`src/rtl/edge_event_unit_pkg.sv`:
```
`default_nettype none
// ---------------------------------------------------------------------------
// edge_event_unit_pkg : mode encodings, prime FSM states, direction helper
// Revision 1.0
// ---------------------------------------------------------------------------
package edge_event_unit_pkg;

  typedef enum logic [1:0] {
    MODE_OFF  = 2'b00,
    MODE_RISE = 2'b01,
    MODE_FALL = 2'b10,
    MODE_BOTH = 2'b11
  } mode_e;

  typedef enum logic [1:0] {
    PRIME_S = 2'b00,
    LOAD_S  = 2'b01,
    RUN_S   = 2'b10
  } prime_state_e;

  function automatic logic mode_accepts(input logic [1:0] mode, input logic rising);
    if (rising) return (mode == MODE_RISE) || (mode == MODE_BOTH);
    else        return (mode == MODE_FALL) || (mode == MODE_BOTH);
  endfunction

endpackage
`default_nettype wire

```
`src/rtl/edge_event_unit_edge_channel.sv`:
```
`default_nettype none
// ---------------------------------------------------------------------------
// edge_channel : sync chain, debounce filter, edge qualify, pending/overrun
// Revision 1.0
// ---------------------------------------------------------------------------
module edge_channel
  import edge_event_unit_pkg::*;
#(
  parameter int SYNC_STAGES     = 2,
  parameter int DEBOUNCE_CYCLES = 1
) (
  input  logic       clk,
  input  logic       reset,
  input  logic       sig_in,
  input  logic [1:0] mode,
  input  logic       clear,
  input  logic       load,
  input  logic       run,
  output logic       pulse,
  output logic       pending,
  output logic       overrun
);

  localparam int            CW      = $clog2(DEBOUNCE_CYCLES) + 1;
  localparam logic [CW-1:0] CNT_MAX = CW'(DEBOUNCE_CYCLES - 1);

  logic [SYNC_STAGES-1:0] sync;
  logic                   s;
  logic                   filt;
  logic [CW-1:0]          cnt;
  logic                   accept;
  logic                   qual_event;

  assign s          = sync[SYNC_STAGES-1];
  assign accept     = run && (s != filt) && (cnt == CNT_MAX);
  // s is the new filtered level, so it also gives the edge direction
  assign qual_event = accept && mode_accepts(mode, s);

  always_ff @(posedge clk or posedge reset) begin
    if (reset) begin
      sync    <= '0;
      filt    <= 1'b0;
      cnt     <= '0;
      pulse   <= 1'b0;
      pending <= 1'b0;
      overrun <= 1'b0;
    end else begin
      sync <= {sync[SYNC_STAGES-2:0], sig_in};
      if (load) begin
        filt <= s;
        cnt  <= '0;
      end else if (run) begin
        if (s == filt) begin
          cnt <= '0;
        end else if (cnt == CNT_MAX) begin
          filt <= s;
          cnt  <= '0;
        end else begin
          cnt <= cnt + CW'(1);
        end
      end
      pulse   <= qual_event;
      // a new event beats clear for pending; clear beats a new overrun
      pending <= qual_event | (pending & ~clear);
      overrun <= ~clear & (overrun | (qual_event & pending));
    end
  end

endmodule
`default_nettype wire

```
`src/rtl/edge_event_unit.sv`:
```
`default_nettype none
// ---------------------------------------------------------------------------
// edge_event_unit : multi-channel debounced edge detector with sticky IRQ
// Revision 1.0
// ---------------------------------------------------------------------------
module edge_event_unit
  import edge_event_unit_pkg::*;
#(
  parameter int CHANNELS        = 4,
  parameter int SYNC_STAGES     = 2,
  parameter int DEBOUNCE_CYCLES = 1
) (
  input  logic                  clk,
  input  logic                  reset,
  input  logic [CHANNELS-1:0]   sig_in,
  input  logic [2*CHANNELS-1:0] mode,
  input  logic [CHANNELS-1:0]   irq_en,
  input  logic [CHANNELS-1:0]   clear,
  output logic [CHANNELS-1:0]   pulse,
  output logic [CHANNELS-1:0]   pending,
  output logic [CHANNELS-1:0]   overrun,
  output logic                  irq
);

  localparam int            PW         = $clog2(SYNC_STAGES);
  localparam logic [PW-1:0] PRIME_LAST = PW'(SYNC_STAGES - 1);

  prime_state_e  state, state_nxt;
  logic [PW-1:0] prime_cnt, prime_cnt_nxt;
  logic          load;
  logic          run;

  always_ff @(posedge clk or posedge reset) begin
    if (reset) begin
      state     <= PRIME_S;
      prime_cnt <= '0;
    end else begin
      state     <= state_nxt;
      prime_cnt <= prime_cnt_nxt;
    end
  end

  // Flush the synchronisers, then seed filt from s so levels held
  // through reset never look like an edge.
  always_comb begin
    state_nxt     = state;
    prime_cnt_nxt = prime_cnt;
    load          = 1'b0;
    run           = 1'b0;
    case (state)
      PRIME_S: begin
        if (prime_cnt == PRIME_LAST) begin
          state_nxt     = LOAD_S;
          prime_cnt_nxt = '0;
        end else begin
          prime_cnt_nxt = prime_cnt + PW'(1);
        end
      end
      LOAD_S: begin
        load      = 1'b1;
        state_nxt = RUN_S;
      end
      RUN_S:   run = 1'b1;
      default: state_nxt = PRIME_S;
    endcase
  end

  for (genvar i = 0; i < CHANNELS; i++) begin : g_chan
    edge_channel #(
      .SYNC_STAGES    (SYNC_STAGES),
      .DEBOUNCE_CYCLES(DEBOUNCE_CYCLES)
    ) u_chan (
      .clk    (clk),
      .reset  (reset),
      .sig_in (sig_in[i]),
      .mode   (mode[2*i+1:2*i]),
      .clear  (clear[i]),
      .load   (load),
      .run    (run),
      .pulse  (pulse[i]),
      .pending(pending[i]),
      .overrun(overrun[i])
    );
  end

  always_ff @(posedge clk or posedge reset) begin
    if (reset) irq <= 1'b0;
    else       irq <= |(pending & irq_en);
  end

endmodule
`default_nettype wire
```
`config.mk`:
```
export PLATFORM = sky130hd
export DESIGN_NAME = edge_event_unit
export DESIGN_NICKNAME = d
export VERILOG_FILES = /design/src/rtl/edge_event_unit_pkg.sv /design/src/rtl/edge_event_unit_edge_channel.sv /design/src/rtl/edge_event_unit.sv
export SDC_FILE = /design/constraint.sdc
export NUM_CORES = 1
export LEC_CHECK = 0
export CORE_UTILIZATION = 48
export DETAILED_ROUTE_END_ITERATION = 10
export PLACE_DENSITY = 0.81
export SLEW_MARGIN = 25
export SYNTH_ARGS = -nofsm -noshare
export SYNTH_HDL_FRONTEND = slang
export SYNTH_SLANG_ARGS = --single-unit
```
`constraint.sdc`:
```
create_clock -name clk -period 2.9 [get_ports clk]
set_input_delay 0.725 -clock clk [delete_from_list [all_inputs] [get_ports clk]]
set_output_delay 0.725 -clock clk [all_outputs]
set_load 0.05 [all_outputs]
```
**Word level (Yosys, flattened, before mapping)**

Cells that the tools add are included.

- Bits in registers: 32
- Output and inout port bits: 13
- Logic and storage cells: 162

- Add/subtract/negate cells: 5
- Equal/unequal tests: 31
- Multiplexer cells: 41
- Bitwise logic cells: 30
- Reductions and logical operators: 28

Operators with widths:

| kind | number |
|---|---|
| 2-to-1 mux 1 bit | 39 |
| == test 2 bit, second input constant | 9 |
| inequality test 2 bit, second input constant | 7 |
| AND 1 bit | 12 |
| logical AND 1 bit | 12 |
| AND reduction 3 bit | 4 |
| == test 2 x 1 -> 1 bit, second input constant | 5 |
| NOT 1 bit | 9 |
| logical OR 1 bit | 8 |
| bitwise OR 1 bit | 8 |
| case mux 2 bit (3 select lines) | 1 |
| adder 1 bit, second input constant | 5 |
| AND 4 bit | 1 |
| == test 1 bit | 4 |
| inequality test 1 bit | 4 |
| inequality test 2 x 1 -> 1 bit, second input constant | 2 |
| OR reduction 4 bit | 1 |
| zero test 2 bit | 1 |
| 2-to-1 mux 2 bit | 1 |
| AND reduction 2 bit | 1 |
| nonzero test 2 bit | 1 |

**Logic depth before layout (Yosys ltp)**

- Word-level depth: 8
- Gate-level depth with buffers: 5
- Gate-level depth less buffers: 5

**By module**

From an unflattened synthesis, not the netlist that was laid out.

- Cells, all modules: 82
- Area, all modules: 1036.0 um^2

Modules (own cells, without submodules):

| module | instances | cells each | area each (um^2) | seq. area each (um^2) |
|---|---|---|---|---|
| edge_channel | 4 | 17 | 219.0 | 150.1 |
| edge_event_unit | 1 | 14 | 160.2 | 100.1 |

**Worst setup path after synthesis**

No wires, ideal clock.

- Path kind: reg2out
- Start: register irq
- End: output port irq
- Data arrival time: 0.586 ns
- Data required time: 2.175 ns
- Setup slack: 1.589 ns
- Cell stages (with the launch flop): 1
- Path through: dfrtp_1

RTL lines:

| what | RTL line | RTL |
|---|---|---|
| start: declaration | edge_event_unit.sv:22 | `output logic irq` |
| start signal: assignment | edge_event_unit.sv:88 | `else irq <= \|(pending & irq_en);` |

No word-level cell between the ends.

**Final worst setup path**

- Start: register g_chan[0].u_chan.pending
- End: output port pending[0]

RTL lines:

| what | RTL line | RTL |
|---|---|---|
| start: declaration | edge_event_unit_edge_channel.sv:20 | `output logic pending,` |
| start signal: assignment | edge_event_unit_edge_channel.sv:64 | `pending <= qual_event \| (pending & ~clear);` |
| end: declaration | edge_event_unit.sv:20 | `output logic [CHANNELS-1:0] pending,` |

No word-level cell between the ends.

==> flow_summary.yaml <==
floorplanning:
  fp.dieW_um: 51.7
  dieHeight_um: 51.7
  initial_utilization: 0.521
  row_count: 17
  die_area_mm2: 0.00267
  ios: 35
  core_mm2: 0.00228
power:
  clock_power_share: 0.208
  power.leakage_nw: 0.712
  max-vdd-ir-drop_v: 0.000396
  switching_share: 0.278
  pwr-share-seq: 0.580
  pwr_density_cell_mw_per_mm2: 490
  p_sw_w: 0.000205
  combPwrFrac: 0.212
  p_int_w: 0.000530
cts:
  numCtsBuffers: 3
  cts_resized: 0
  clockBufferDepth: 2
  cts_root_buf: "clkbuf_4"
  clk_pin_slew_ns: 0.13
  cts_num_sinks: 28
  post-cts-setup-buffers: 0
  htreeDepth: 1
  ctsHoldBuffers: 0
  worstSkewPairLatency_ns: 0.32
  tritoncts: "done"
setup_path:
  crit_type: "reg2out"
  start_kind: "flop"
  r2r_cells: 4
  slowest_delay_ns: 0.81
  cp_top_family: "buffers and inverters"
  r2r_setup_slack_ns: 1.49
  cp.arrival_ns: 1.53
  rr_startpoint: "state[0]"
  crit_slowest_cell: "clkdlybuf4s50_1"
  critPathCaptureType: "primary output"
  cp.required_ns: 2.17
  crit_fanout: 3
  r2r-end: "state[0]"
  crit_buf_inv: 1
  worstPathCellList: "clkdlybuf4s50_1"
timing:
  relSlewSlack: 0.667
  tns_ns: 0
  period_share: 0.779
  skew_ns: 0.00413
  fmax_mhz: 443
  hold_slack_ns: 0.363
  final-setup-viol-count: 0
  worst_pin_slew_ns: 0.497
  rsz0062_at_grt: "false"
  finalHoldViolCount: 0
  period_needed_ns: 2.26
  slew_viol_final: 0
layout:
  antenna_cells: 0
  area_delta_synth_final_pct: 26.6
  layout-drive-gt1-share: 0.162
  regArea_um2: 701
  multi_input_area_um2: 349
  fillCellCount: 180
  layout.nets: 145
logic_synthesis:
  synth_commonest_cells: "28 x dfrtp_1, 12 x buf_4, 12 x inv_1"
  syn_avg_cell_area_um2: 13.0
  ys.flop_type: "dfrtp_1"
  synth_top_area_share: 0.591
  synth_edf_count: 0
  ys_types: 13
  synth_nets: 117
  synth_area_leader_cell: "dfrtp_1"
  yosys_warnings: 0
  synthTopCellsByArea: "dfrtp_1 59%, buf_4 7.6%, and4b_1 6.8%"
  synth_most_common_cell: "dfrtp_1"
  synth-seq-cells: 28
  syn_inst: 91
  synth_area_mm2: 0.00118
  async_flop_share: 1.00
  ys_seq_area_frac: 0.591
routing:
  drt-total-wl_um: 1800
  vias_per_cell: 4.95
  ant_nets: 0
  first_pass_iters: 1
  drtIter0Drc: 0
  drc: 0
  vias: 718
  avgRoutedWirePerCell_um: 12.4
global_route:
  grt_overflow_total: 0
  grt_usage: 0.154
  grt_pass1_wl_um: 2840
  grt_max_degree: 29
  antenna_found_initial: 0
  grt_pass1_vias: 700
place:
  gp_congestion: 0.642
  hpwl_um: 1420
  placement.io_buffers: 34
worst_hold_path:
  hold_depth: 0
  hold_start: "g_chan[2].u_chan.sync[0]"
  whs_endpoint: "g_chan[2].u_chan.sync[1]"
  hold_class: "reg2reg"
status:
  status: "completed"
run:
  drv_cap: 0
cell usage in the layout (no fill, tap or decap), types with 2 or more instances in the layout:
cell type	count
clkdlybuf4s50_1	34
dfrtp_1	28
inv_1	12
and4b_1	8
mux2_2	6
nand2_1	5
nor2_2	4
nand2b_1	4
o22ai_2	4
ha_1	4
clkbuf_4	3
a22oi_1	2
how the worst max path moves through the flow:
stage | from | endpoint | slack, ns | cells after the start
6_report | g_chan[0].u_chan.pending | pending[0] | 0.64 | 1
5_1_grt | g_chan[1].u_chan.pending | pending[1] | 0.58 | 1
4_1_cts | g_chan[0].u_chan.pending | pending[0] | 0.63 | 1
3_5_place_dp | g_chan[0].u_chan.pending | pending[0] | 1.01 | 1
3_3_place_gp | g_chan[3].u_chan.pending | pending[3] | 1.02 | 1
2_1_floorplan | irq | irq | 1.59 | 0
sequential cells by signal, indices dropped and copies added, names as in the netlist:
| name | flops |
|---|---|
| state | 2 |
| irq | 1 |
| g_chan.u_chan.pulse | 4 |
| prime_cnt | 1 |
| g_chan.u_chan.pending | 4 |
| g_chan.u_chan.filt | 4 |
| g_chan.u_chan.sync | 8 |
| g_chan.u_chan.overrun | 4 |
logic make-up after synthesis:
family / after synthesis / share of synthesized area
AO/OA/AOI/OAI: 7 / 0.0623
XOR/XNOR: 1 / 0.00739
adder cells (fa/ha/maj): 4 / 0.0422
buffers and inverters: 24 / 0.114
flip-flops: 28 / 0.591
multiplexers: 6 / 0.0570
AND/OR/NAND/NOR: 21 / 0.126
routing by layer:
| metal | track usage | part of all wire |
|---|---|---|
| met3 | 0.0263 | 0.052 |
| met4 | 0.0946 | 0.023 |
| met2 | 0.284 | 0.52 |
| met1 | 0.159 | 0.41 |
| met5 | 0 | 0 |
layout make-up:
cell class,count,share of cell area
Inverter,12,0.0300
Clock buffer,3,0.0150
Tap cell,28,0.0234
Sequential cell,28,0.467
Multi-Input combinational cell,39,0.233
Timing Repair Buffer,35,0.232
stage by stage:
stage                     cells  total power, W  area [um^2]  utilization  setup WS [ns]
after global routing        145        0.000771         1500        0.659          0.579
after floorplan              91        0.000542         1180            -           1.59
after global placement      142        0.000588         1480        0.649           1.02
after detailed placement    142        0.000592         1480        0.649           1.01
after CTS                   145        0.000741         1500        0.659          0.635
final                       145        0.000735         1500        0.659          0.642
power groups by stage:
stage / logic [W] / clock network [W] / registers, W
6_report: 0.000156 / 0.000153 / 0.000426
5_1_grt: 0.000166 / 0.000175 / 0.000430
4_1_cts: 0.000158 / 0.000156 / 0.000427
3_5_place_dp: 0.000158 / 0 / 0.000435
3_3_place_gp: 0.000156 / 0 / 0.000432
2_1_floorplan: 0.000103 / 0 / 0.000439
Power figures use the tool's default switching activity.
